`src/rtl/bip_debug_pkg.sv`:
```
// bip_debug_pkg
// Shared constants for the BIP debug unit: host command bytes, frame
// length, byte-index width and the run-controller state encoding.
// The states are plain constants of a 3-bit type so that they remain
// readable in older tools and waveform viewers.
package bip_debug_pkg;

  // Host command bytes (ASCII "R", "S", "C")
  localparam logic [7:0] CMD_RUN  = 8'h52;
  localparam logic [7:0] CMD_STEP = 8'h53;
  localparam logic [7:0] CMD_RST  = 8'h43;

  // Status frame: pc high, pc low, acc high, acc low, cycle count
  localparam int FRAME_BYTES = 5;
  localparam int IDX_W       = 3;
  localparam logic [IDX_W-1:0] LAST_IDX = IDX_W'(FRAME_BYTES - 1);
  localparam logic [IDX_W-1:0] IDX_ONE  = IDX_W'(1);

  // Run-controller states
  typedef logic [2:0] state_t;
  localparam state_t ST_IDLE   = 3'd0;
  localparam state_t ST_RUN    = 3'd1;
  localparam state_t ST_STEP   = 3'd2;
  localparam state_t ST_SNAP   = 3'd3;
  localparam state_t ST_SEND   = 3'd4;
  localparam state_t ST_WAIT   = 3'd5;
  localparam state_t ST_HALTED = 3'd6;
  localparam state_t ST_CLR    = 3'd7;

endpackage

```
`src/rtl/bip_debug_frame_mux.sv`:
```
// bip_debug_frame_mux
// Combinational selector for the status frame byte to transmit.
// Ports:
//   snap_pc   in  ADDR_W  captured program counter
//   snap_acc  in  DATA_W  captured accumulator
//   snap_cnt  in  CNT_W   captured executed-cycle count
//   byte_idx  in  IDX_W   frame position 0..FRAME_BYTES-1
//   byte_out  out 8       selected byte
module bip_debug_frame_mux
  import bip_debug_pkg::*;
#(
  parameter int ADDR_W = 11,
  parameter int DATA_W = 16,
  parameter int CNT_W  = 8
) (
  input  logic [ADDR_W-1:0] snap_pc,
  input  logic [DATA_W-1:0] snap_acc,
  input  logic [CNT_W-1:0]  snap_cnt,
  input  logic [IDX_W-1:0]  byte_idx,
  output logic [7:0]        byte_out
);

  // Fields are zero-extended to whole bytes so the upper pc byte
  // carries only pc[10:8].
  logic [15:0] pc_ext;
  logic [15:0] acc_ext;
  logic [7:0]  cnt_ext;

  assign pc_ext  = 16'(snap_pc);
  assign acc_ext = 16'(snap_acc);
  assign cnt_ext = 8'(snap_cnt);

  always_comb begin
    byte_out = 8'h00;
    case (byte_idx)
      3'd0:    byte_out = pc_ext[15:8];
      3'd1:    byte_out = pc_ext[7:0];
      3'd2:    byte_out = acc_ext[15:8];
      3'd3:    byte_out = acc_ext[7:0];
      3'd4:    byte_out = cnt_ext;
      default: byte_out = 8'h00;
    endcase
  end

endmodule

```
`src/rtl/bip_debug_unit.sv`:
```
// bip_debug_unit
// UART-driven run controller for the BIP CPU. Accepts run / step / clear
// commands from the host, gates the CPU with a clock enable, then reports
// PC, ACC and the saturating executed-cycle count as a 5-byte frame.
// Ports:
//   clk        in  1       system clock
//   rst_n      in  1       asynchronous active-low reset
//   rx_data    in  8       received command byte
//   rx_done    in  1       rx_data valid pulse
//   tx_data    out 8       byte to transmit
//   tx_start   out 1       transmit request pulse
//   tx_done    in  1       transmitter finished current byte
//   halt       in  1       CPU is decoding HLT this cycle
//   pc         in  ADDR_W  CPU program counter
//   acc        in  DATA_W  CPU accumulator
//   bip_en     out 1       CPU clock enable
//   bip_rst_n  out 1       active-low CPU reset pulse
//   busy       out 1       controller is neither IDLE nor HALTED
module bip_debug_unit
  import bip_debug_pkg::*;
#(
  parameter int ADDR_W = 11,
  parameter int DATA_W = 16,
  parameter int CNT_W  = 8
) (
  input  logic              clk,
  input  logic              rst_n,
  input  logic [7:0]        rx_data,
  input  logic              rx_done,
  output logic [7:0]        tx_data,
  output logic              tx_start,
  input  logic              tx_done,
  input  logic              halt,
  input  logic [ADDR_W-1:0] pc,
  input  logic [DATA_W-1:0] acc,
  output logic              bip_en,
  output logic              bip_rst_n,
  output logic              busy
);

  localparam logic [CNT_W-1:0] CNT_MAX = '1;
  localparam logic [CNT_W-1:0] CNT_ONE = CNT_W'(1);

  state_t            state_q,    state_d;
  logic              bip_en_q,   bip_en_d;
  logic              bip_rst_n_q, bip_rst_n_d;
  logic              tx_start_q, tx_start_d;
  logic [7:0]        tx_data_q,  tx_data_d;
  logic              busy_q,     busy_d;
  logic [CNT_W-1:0]  cnt_q,      cnt_d;
  logic              halted_q,   halted_d;
  logic [IDX_W-1:0]  idx_q,      idx_d;
  logic [ADDR_W-1:0] snap_pc_q,  snap_pc_d;
  logic [DATA_W-1:0] snap_acc_q, snap_acc_d;
  logic [CNT_W-1:0]  snap_cnt_q, snap_cnt_d;
  logic [7:0]        frame_byte;

  bip_debug_frame_mux #(
    .ADDR_W (ADDR_W),
    .DATA_W (DATA_W),
    .CNT_W  (CNT_W)
  ) u_frame_mux (
    .snap_pc  (snap_pc_q),
    .snap_acc (snap_acc_q),
    .snap_cnt (snap_cnt_q),
    .byte_idx (idx_q),
    .byte_out (frame_byte)
  );

  // Next-state logic. Commands are only honoured while parked in IDLE or
  // HALTED; everything else runs to completion undisturbed.
  always_comb begin
    state_d    = state_q;
    cnt_d      = cnt_q;
    halted_d   = halted_q;
    idx_d      = idx_q;
    snap_pc_d  = snap_pc_q;
    snap_acc_d = snap_acc_q;
    snap_cnt_d = snap_cnt_q;
    tx_data_d  = tx_data_q;
    tx_start_d = 1'b0;

    // Every enabled CPU cycle counts, including the one that decodes HLT.
    if (bip_en_q && (cnt_q != CNT_MAX)) begin
      cnt_d = cnt_q + CNT_ONE;
    end

    case (state_q)
      ST_IDLE: begin
        if (rx_done) begin
          case (rx_data)
            CMD_RUN:  state_d = ST_RUN;
            CMD_STEP: state_d = ST_STEP;
            CMD_RST:  state_d = ST_CLR;
            default:  state_d = ST_IDLE;
          endcase
        end
      end
      ST_HALTED: begin
        if (rx_done && (rx_data == CMD_RST)) begin
          state_d = ST_CLR;
        end
      end
      ST_RUN: begin
        if (halt) begin
          halted_d = 1'b1;
          state_d  = ST_SNAP;
        end
      end
      ST_STEP: begin
        halted_d = halt;
        state_d  = ST_SNAP;
      end
      ST_SNAP: begin
        snap_pc_d  = pc;
        snap_acc_d = acc;
        snap_cnt_d = cnt_q;
        idx_d      = '0;
        state_d    = ST_SEND;
      end
      ST_SEND: begin
        tx_start_d = 1'b1;
        tx_data_d  = frame_byte;
        state_d    = ST_WAIT;
      end
      ST_WAIT: begin
        if (tx_done) begin
          if (idx_q != LAST_IDX) begin
            idx_d   = idx_q + IDX_ONE;
            state_d = ST_SEND;
          end else begin
            state_d = halted_q ? ST_HALTED : ST_IDLE;
          end
        end
      end
      ST_CLR: begin
        cnt_d    = '0;
        halted_d = 1'b0;
        state_d  = ST_IDLE;
      end
      default: state_d = ST_IDLE;
    endcase

    // Level outputs are derived from the next state so they line up with
    // the state register: enable during RUN/STEP, reset during CLR.
    bip_en_d    = (state_d == ST_RUN) || (state_d == ST_STEP);
    bip_rst_n_d = (state_d != ST_CLR);
    busy_d      = (state_d != ST_IDLE) && (state_d != ST_HALTED);
  end

  // State and registered outputs.
  always_ff @(posedge clk or negedge rst_n) begin
    if (!rst_n) begin
      state_q     <= ST_IDLE;
      bip_en_q    <= 1'b0;
      bip_rst_n_q <= 1'b1;
      tx_start_q  <= 1'b0;
      tx_data_q   <= 8'h00;
      busy_q      <= 1'b0;
      cnt_q       <= '0;
      halted_q    <= 1'b0;
      idx_q       <= '0;
      snap_pc_q   <= '0;
      snap_acc_q  <= '0;
      snap_cnt_q  <= '0;
    end else begin
      state_q     <= state_d;
      bip_en_q    <= bip_en_d;
      bip_rst_n_q <= bip_rst_n_d;
      tx_start_q  <= tx_start_d;
      tx_data_q   <= tx_data_d;
      busy_q      <= busy_d;
      cnt_q       <= cnt_d;
      halted_q    <= halted_d;
      idx_q       <= idx_d;
      snap_pc_q   <= snap_pc_d;
      snap_acc_q  <= snap_acc_d;
      snap_cnt_q  <= snap_cnt_d;
    end
  end

  assign bip_en    = bip_en_q;
  assign bip_rst_n = bip_rst_n_q;
  assign tx_start  = tx_start_q;
  assign tx_data   = tx_data_q;
  assign busy      = busy_q;

endmodule

```
`config.mk`:
```
export PLATFORM = sky130hd
export DESIGN_NAME = bip_debug_unit
export DESIGN_NICKNAME = d
export VERILOG_FILES = /design/src/rtl/bip_debug_pkg.sv /design/src/rtl/bip_debug_frame_mux.sv /design/src/rtl/bip_debug_unit.sv
export SDC_FILE = /design/constraint.sdc
export NUM_CORES = 1
export LEC_CHECK = 0
export ABC_AREA = 0
export CORE_AREA = 3 3 90 92
export DETAILED_ROUTE_END_ITERATION = 7
export DIE_AREA = 0 0 93 95
export GPL_TIMING_DRIVEN = 0
export SYNTH_ARGS = -nofsm -noshare
export SYNTH_HDL_FRONTEND = slang
export SYNTH_HIERARCHICAL = 1
export SYNTH_SLANG_ARGS = --single-unit
export TNS_END_PERCENT = 1
```
`constraint.sdc`:
```
create_clock -name clk -period 2.1 [get_ports clk]
set_clock_uncertainty 0.2 [all_clocks]
set_input_delay 0.42 -clock clk [delete_from_list [all_inputs] [get_ports clk]]
set_output_delay 0.42 -clock clk [all_outputs]
set_load 0.005 [all_outputs]
```
# After elaboration in Yosys (flattened, before gate mapping)
# Cells that the tools add are included.
[totals] in_bits=40 word_cells=66 out_inout_bits=12 ff_bits=62
[classes] addsub=2 n_reduce_logical=12 eq_ne=23 n_mux=17
[ops] op="8-bit one-hot mux with 5 select lines" n=1
[ops] op="8-bit by 7-bit equality test with 1-bit output (second input constant)" n=3
[ops] op="3-bit two-way mux" n=8
[ops] op="3-bit one-hot mux with 8 select lines" n=1
[ops] op="8-bit two-way mux" n=2
[ops] op="3-bit by 2-bit equality test with 1-bit output (second input constant)" n=5
[ops] op="3-bit equality test (second input constant)" n=5
[ops] op="3-bit by 1-bit equality test with 1-bit output (second input constant)" n=3
[ops] op="3-bit != test (second input constant)" n=3
[ops] op="3-bit one-hot mux with 3 select lines" n=1
[ops] op="8-bit by 1-bit adder with 8-bit output (second input constant)" n=1
[ops] op="8-bit != test (second input constant)" n=1
[ops] op="3-bit logical NOT" n=2
[ops] op="2-bit != test (second input constant)" n=3
[ops] op="3-bit one-hot mux with 2 select lines" n=1
[ops] op="3-bit nonzero test" n=2
[ops] op="2-bit nonzero test" n=2
[ops] op="3-bit by 1-bit adder with 3-bit output (second input constant)" n=1
[ops] op="1-bit logical AND" n=3
[ops] op="1-bit one-hot mux with 3 select lines" n=1
[ops] op="3-bit AND reduction" n=1
[ops] op="1-bit two-way mux" n=2
[ops] op="2-bit AND reduction" n=1
[ops] op="1-bit logical OR" n=1

# Longest topological paths before layout
# Gate-level depths: netlist of run 1.
[depth] ltp_word=6 ltp_mapped=8 mapped_depth_nobuf=8

# Cells and area by module
# The synthesis of run 1 kept the hierarchy.
[modules_own_cells] mod="bip_debug_unit" cells_per_inst=199 area_per_inst_um2=2637.5 n_inst=1
[modules_own_cells] mod="bip_debug_frame_mux" cells_per_inst=39 area_per_inst_um2=307.8 n_inst=1

# Least setup slack after synthesis of run 1
# OpenSTA, ideal clock, no wires.
[synth_timing] path_kind="register to register" start="reg state_q[2]" end="reg bip_en_q (netlist: bip_en)" t_required_ns=1.774 path_buffers=1 path_stages_with_launch=7 arrival_ns=1.379 slack_ns=0.395 setup_time_ns=0.126 cell_sequence="dfrtp_1 buf_2 or3_1 o211ai_2 inv_1 xnor2_1 nor2_1"
[synth_between] elab_chain_len=4 elab_cells_between_ends=16 cone_classes="eq/ne (9); mux (5); reduce/logical (2)"
[synth_lines] element="start, declared" line="bip_debug_unit.sv:44" source="state_t state_q, state_d;"
[synth_lines] element="start signal, assigned" line="bip_debug_unit.sv:167" source="state_q <= state_d;"
[synth_lines] element="3-bit equality test (tied with other cells)" line="bip_debug_unit.sv:88" source="case (state_q)"
[synth_lines] element="3-bit one-hot mux with 8 select lines (*)" line="bip_debug_unit.sv:88"
[synth_lines] element="named net state_d[1]" line="bip_debug_unit.sv:44"
[synth_lines] element="3-bit by 1-bit equality test with 1-bit output or 3-bit by 2-bit equality test with 1-bit output (tied branches)" line="bip_debug_unit.sv:146" source="bip_en_d = (state_d == ST_RUN) || (state_d == ST_STEP);"
[synth_lines] element="1-bit logical OR (*)" line="bip_debug_unit.sv:146"
[synth_lines] element="named net bip_en_d" line="bip_debug_unit.sv:45" source="logic bip_en_q, bip_en_d;"
[synth_lines] element="end signal, assigned" line="bip_debug_unit.sv:168" source="bip_en_q <= bip_en_d;"
[synth_lines] element="end, declared" line="bip_debug_unit.sv:45"
# The timed path passes the listed nets; every way through them passes the cells marked *.
# A chain may end at the register's enable or synchronous reset.

# Final worst setup path of run 1
[layout_timing] start="reg bip_rst_n_q (netlist: bip_rst_n)" end="out bip_rst_n"
[layout_lines] element="start, declared" line="bip_debug_unit.sv:46" source="logic bip_rst_n_q, bip_rst_n_d;"
[layout_lines] element="start signal, assigned" line="bip_debug_unit.sv:169" source="bip_rst_n_q <= bip_rst_n_d;"
[layout_lines] element="end, declared" line="bip_debug_unit.sv:37" source="output logic bip_rst_n,"
# No word-level cell between the ends.

==> metrics.md, run 1 <==
| Metric | Value |
|---|---|
| Share of layout cells above drive strength 1 | `26.80%` |
| Vias in the first global route | `2045` |
| FF+latch count, synth | `62` |
| Relative slew slack | `49.08%` |
| # DRC | `0` |
| Worst setup margin | `0.1375 ns` |
| Worst Setup End Kind | `primary output` |
| DRT Pass-1 Iters | `4` |
| Die Span Y | `95 µm` |
| Worst-Skew Late Latency | `0.34 ns` |
| Arrival @ worst endpoint | `1.34 ns` |
| Io pins | `52` |
| P per Cell Area | `1288 mW/mm²` |
| Top cell type by total area after synthesis | `dfrtp_1` |
| Net count, final | `344` |
| Final Hold Violating Endpoints | `0` |
| Global-route wire length before repair | `10200 µm` |
| Mapped Area | `0.002945 mm²` |
| Diodes inserted | `0` |
| Number of library cell types mapped by synthesis | `49` |
| Placement Rows | `31` |
| Yosys warnings | `6` |
| Max VDD drop | `0.5822 mV` |
| # fillers | `675` |
| # Post-CTS Setup Buffers | `0` |
| Port buffer count | `51` |
| Worst hold-check path type | `flip-flop to flip-flop` |
| CTS H-Tree Depth | `3` |
| Synth Flop Type | `dfrtp_1` |
| CP delay by family, top | `flip-flops` |
| CP required | `1.48 ns` |
| CTS root buffer | `clkbuf_8` |
| Routed len/inst | `14.80 µm` |
| Vias per cell | `5.059` |
| Final non-filler cell total | `405` |
| Final Cycle Share | `93.45%` |
| Syn Inst Count | `238` |
| Post-synth EDFFs | `0` |
| DR vias | `2049` |
| Max Slew Vio Count | `0` |
| Storage element area | `0.001553 mm²` |
| Die X | `93 µm` |
| Synth top area share | `51.83%` |
| Starting DRT DRC Count | `112` |
| Multi-input logic area | `0.001303 mm²` |
| CTS Sinks | `62` |
| Slowest CP cell | `dfstp_2` |
| Reported max-cap violation count | `0` |
| Dpl ws | `-0.1697 ns` |
| Syn Area/Cell | `12.38 µm²` |
| TritonCTS Buffers | `9` |
| CP max FO | `1` |
| Final Wtd Congestion | `0.7931` |
| Post-route ant nets | `0` |
| Buffers plus inverters on the worst setup path | `1` |
| RSZ-0062 raised after global routing | `false` |
| Tot GR Track Use | `14.89%` |
| Achievable Freq | `509.6 MHz` |
| Setup violations, final | `0` |
| WS Path Type | `flip-flop to primary output` |
| Largest net degree at the start of global routing | `63` |
| Final worst path period need | `1.963 ns` |
| CTS tree | `built` |
| Post-synth net total | `281` |
| Antenna violations before repair | `0` |
| Grt total ovfl | `0` |
| Core area | `0.007292 mm²` |
| Status | `complete, no violations` |
| Area delta synth->final | `28.33%` |
| Worst-path clk slew | `0.07 ns` |
| Ys async rst share | `100.0%` |
| Detailed Route WL | `5994 µm` |
| Worst-Margin Slew | `0.7638 ns` |
| Sequential area share after synthesis | `52.72%` |
| Leak Pwr | `1.607 nW` |
| Dpl hpwl | `4259 µm` |
| Critical path startpoint category | `flip-flop` |
| Die area | `0.008835 mm²` |
| Worst path cell trace | `clkdlybuf4s50_1` |
| Worst-case clock buffer depth | `2` |
| Dpl cells | `388` |
| Starting density of the core | `40.39%` |
| Worst stage delay on the critical path | `0.52 ns` |
| Synth area leaders | `dfrtp_1 52%, mux2_2 15%, a22oi_1 2.0%` |
worst paths after layout:
kind	start	to	slack, ns	depth (start not counted)
min in group asynchronous	rst_n	snap_acc_q[2]	0.49	2
max in group asynchronous	rst_n	snap_cnt_q[6]	0.70	2
max	bip_rst_n	bip_rst_n	0.14	1
min	snap_pc_q[9]	snap_pc_q[9]	0.29	1
max reg2reg	state_q[0]	tx_data[6]	0.19	4
min reg2reg	snap_pc_q[9]	snap_pc_q[9]	0.29	1
power by group:
| part | leakage [nW] | switching, mW | internal (mW) |
|---|---|---|---|
| clock network | 0.0913 | 0.467 | 0.490 |
| registers | 0.770 | 0.286 | 1.67 |
| logic | 0.746 | 0.891 | 1.06 |
| total | 1.61 | 1.64 | 3.22 |
layout by cell type, fill, tap and decap left out, types with 2 or more instances in the layout:
cell / n
nand2_1: 13
o22ai_1: 7
nand4_1: 5
a31oi_1: 4
clkdlybuf4s50_1: 50
xnor2_1: 4
dfrtp_1: 61
mux2_4: 2
inv_1: 7
nor2b_1: 3
a22oi_1: 8
ha_1: 3
buf_2: 7
mux2i_1: 5
clkbuf_8: 12
mux2_2: 39
mux2_1: 5
clkinv_2: 2
clkinvlp_4: 2
nor3b_1: 2
nor2_1: 10
o21ai_0: 8
xor2_1: 5
a21oi_1: 6
nand3_1: 5
buf_4: 2
through the flow:
stage	setup TNS [ns]	hold WS (ns)	power, mW	utilization (%)	cell area, µm²
6_report	0	0.2926	4.867	51.84	3780
4_1_cts	0	0.2972	4.920	51.73	3772
5_1_grt	0	0.3193	5.252	51.84	3780
3_3_place_gp	-101.38	0.2751	3.902	49.09	3580
3_5_place_dp	-0.3313	0.2810	3.936	49.06	3577
2_1_floorplan	0	-0.07559	3.324	-	2945
logic make-up after synthesis:
logic type               share of synthesized area [%]
flip-flops                                       52.72
adder cells (fa/ha/maj)                          1.275
AND/OR/NAND/NOR                                  10.41
XOR/XNOR                                         2.676
multiplexers                                     19.54
AO/OA/AOI/OAI                                    10.07
buffers and inverters                            3.313
layout make-up:
cell class / count / area share [%]
inverters: 7 / 0.6951
clock inverters: 5 / 0.8937
well taps: 99 / 3.277
repair buffers: 52 / 13.70
clock buffers: 11 / 4.005
multi-input cells: 158 / 34.46
plain buffers: 11 / 1.887
flip-flops and latches: 62 / 41.08
synth_stat cells, types with 2 or more instances:
cell and count:
dfrtp_1 61, ha_1 3, nor2_1 10, buf_2 7, mux2i_1 5, nor3b_1 2, mux2_4 2, a21oi_1 6
xnor2_1 4, a22oi_1 8, mux2_1 5, inv_1 7, nand2_1 13, mux2_2 39, a31oi_1 4, nand4_1 5
nor2b_1 3, o21ai_0 8, o22ai_1 7, nand3_1 5, nand3_2 2, xor2_1 5
registers in the layout, indices dropped and copies added (netlist names):
register	cells
snap_acc_q	16
snap_pc_q	11
cnt_q	8
snap_cnt_q	8
tx_data	8
idx_q	3
state_q	3
bip_en	1
bip_rst_n	1
busy	1
halted_q	1
tx_start	1
routing by layer:
metal,global-route usage [%],vias up,routed length [µm]
met1,20.10,1000,2755
li1,-,991,-
met2,23.10,48,2878
met5,0,-,0
met3,4.382,10,281
met4,4.762,0,78
timing repair:
action                                  4_1_cts  5_1_grt
endpoints found under the setup margin        0        2
endpoints found under the hold margin        61        0
resized for setup                             0        1
hold buffers                                  1        0
(Power assumes the default switching activity.)
==> run 2: changes to the inputs <==
SKIP_CTS_REPAIR_TIMING = 1   (was default)
==> run 2 against run 1 <==
  * The flow now finishes with violations (hold timing)
  * Final cell count is 0.25% lower
  * Die area stayed put
  * Sequential power hardly changed
  * Critical path type unchanged
  * Largest power group unchanged
==> metrics.md, run 2 (synthesis results as in run 1) <==
| Metric | Value |
|---|---|
| Io pins | `52` |
| Achievable Freq | `509.6 MHz` |
| Top Registers | `snap_acc_q x16, snap_pc_q x11` |
| Setup violations, final | `0` |
| Status | `complete, but fails checks` |
| DRT Pass-1 Iters | `4` |
| Area delta synth->final | `28.00%` |
| Diodes inserted | `0` |
| Max Slew Vio Count | `0` |
| Starting DRT DRC Count | `118` |
| Net count, final | `343` |
| CP delay by family, top | `flip-flops` |
| Antenna violations before repair | `0` |
| Final core occ | `51.70%` |
| Comb power frac | `40.1%` |
| CP max FO | `1` |
| Reported max-cap violation count | `0` |
| Max VDD drop | `0.5823 mV` |
| CP required | `1.48 ns` |
| Die area | `0.008835 mm²` |
| Register share of total power | `40.2%` |
| Worst-Margin Slew | `0.7613 ns` |
| Die Span Y | `95 µm` |
| P per Cell Area | `1291 mW/mm²` |
| Arrival @ worst endpoint | `1.34 ns` |
| Most frequent cells in the layout | `61 x dfrtp_1, 50 x clkdlybuf4s50_1, 39 x mux2_2, 13 x nand2_1, 12 x clkbuf_8` |
| WS Path Type | `flip-flop to primary output` |
| Dpl ws | `-0.1697 ns` |
| Final worst path period need | `1.962 ns` |
| Slowest CP cell | `dfstp_2` |
| Post-route ant nets | `0` |
| Global-route wire length before repair | `10160 µm` |
| Clock power share | `19.7%` |
| Design area | `0.003770 mm²` |
| RSZ-0062 raised after global routing | `false` |
| # fillers | `675` |
| Final Hold Violating Endpoints | `61` |
| Worst-Skew Late Latency | `0.34 ns` |
| Worst path cell trace | `clkdlybuf4s50_1` |
| Commonest non-fill, non-tap cell in the layout | `dfrtp_1` |
| Port buffer count | `51` |
| Final Cycle Share | `93.44%` |
| Worst stage delay on the critical path | `0.52 ns` |
| Placement Rows | `31` |
| Buffers plus inverters on the worst setup path | `1` |
| Worst Setup End Kind | `primary output` |
| Die X | `93 µm` |
| Final Wtd Congestion | `0.7931` |
| Detailed Route WL | `5983 µm` |
| CTS Sinks | `62` |
| CTS root buffer | `clkbuf_8` |
| Share of layout cells above drive strength 1 | `26.89%` |
| Setup TNS | `0 ns` |
| Final Power | `4.866 mW` |
| Post-Place Cell Area | `0.003577 mm²` |
| Internal Power | `3.222 mW` |
| Final non-filler cell total | `404` |
| Vias per cell | `5.067` |
| # DRC | `0` |
| Routed len/inst | `14.81 µm` |
| Starting density of the core | `40.39%` |
| Dpl cells | `388` |
| Sw Pwr | `1.645 mW` |
| Violated checks | `hold timing` |
| Dpl hpwl | `4259 µm` |
| Worst-case clock buffer depth | `2` |
| Core area | `0.007292 mm²` |
| Hold slack | `-0.05469 ns` |
| CTS H-Tree Depth | `3` |
| Register with the most flip-flops | `snap_acc_q` |
| TritonCTS Buffers | `9` |
| Leak Pwr | `1.603 nW` |
| Largest net degree at the start of global routing | `63` |
| Max reg flops | `16` |
| DR vias | `2047` |
| Relative slew slack | `49.25%` |
| Critical path startpoint category | `flip-flop` |
| Sw frac | `33.80%` |
| Tot GR Track Use | `14.84%` |
| Worst setup margin | `0.1377 ns` |
| CTS tree | `built` |
| Vias in the first global route | `2036` |
| Worst-path clk slew | `0.07 ns` |
| Grt total ovfl | `0` |
| Worst hold-check path type | `input port to async pin` |
## run 2: power groups by stage
stage / registers [mW] / clock network, mW / logic [mW]
6_report: 1.96 / 0.957 / 1.95
5_1_grt: 2.02 / 1.04 / 2.19
4_1_cts: 1.96 / 0.993 / 1.96
2_1_floorplan: 1.90 / 0 / 1.42
3_3_place_gp: 1.97 / 0 / 1.93
3_5_place_dp: 1.99 / 0 / 1.95
## run 2: final timing paths
path / from / to / slack (ns) / cells after the start
worst min-delay path: rst_n / snap_acc_q[2] / -0.05 / 1
worst max-delay path: bip_rst_n / bip_rst_n / 0.14 / 1
worst max register to register: state_q[0] / tx_data[6] / 0.18 / 4
max in group asynchronous: rst_n / snap_cnt_q[6] / 1.25 / 1
min in group clk: snap_pc_q[9] / snap_pc_q[9] / 0.29 / 1
worst min register to register: snap_pc_q[9] / snap_pc_q[9] / 0.29 / 1
## run 2: routing by layer
layer / vias to the layer above / global-route usage, % / part of all wire, %
li1: 989 / - / -
met1: 1000 / 20.05 / 46
met2: 48 / 22.98 / 48
met3: 10 / 4.382 / 4.8
met4: 0 / 4.762 / 1.3
met5: - / 0 / 0
## run 2: cell type report
| type | count | area [µm²] | area share [%] |
|---|---|---|---|
| buffer | 11 | 71.32 | 1.892 |
| clock buffer | 11 | 151.4 | 4.016 |
| clock inverter | 5 | 33.78 | 0.8961 |
| inverter | 7 | 26.28 | 0.6970 |
| multi-input combinational | 158 | 1303 | 34.55 |
| sequential | 62 | 1553 | 41.19 |
| tap | 99 | 123.9 | 3.286 |
| timing repair buffer | 51 | 508.0 | 13.47 |
==> run 3: changes to the inputs <==
SKIP_LAST_GASP = 1   (was default)
==> results of run 3 <==
Final layout, timing and power as in run 2 (identical DEF).
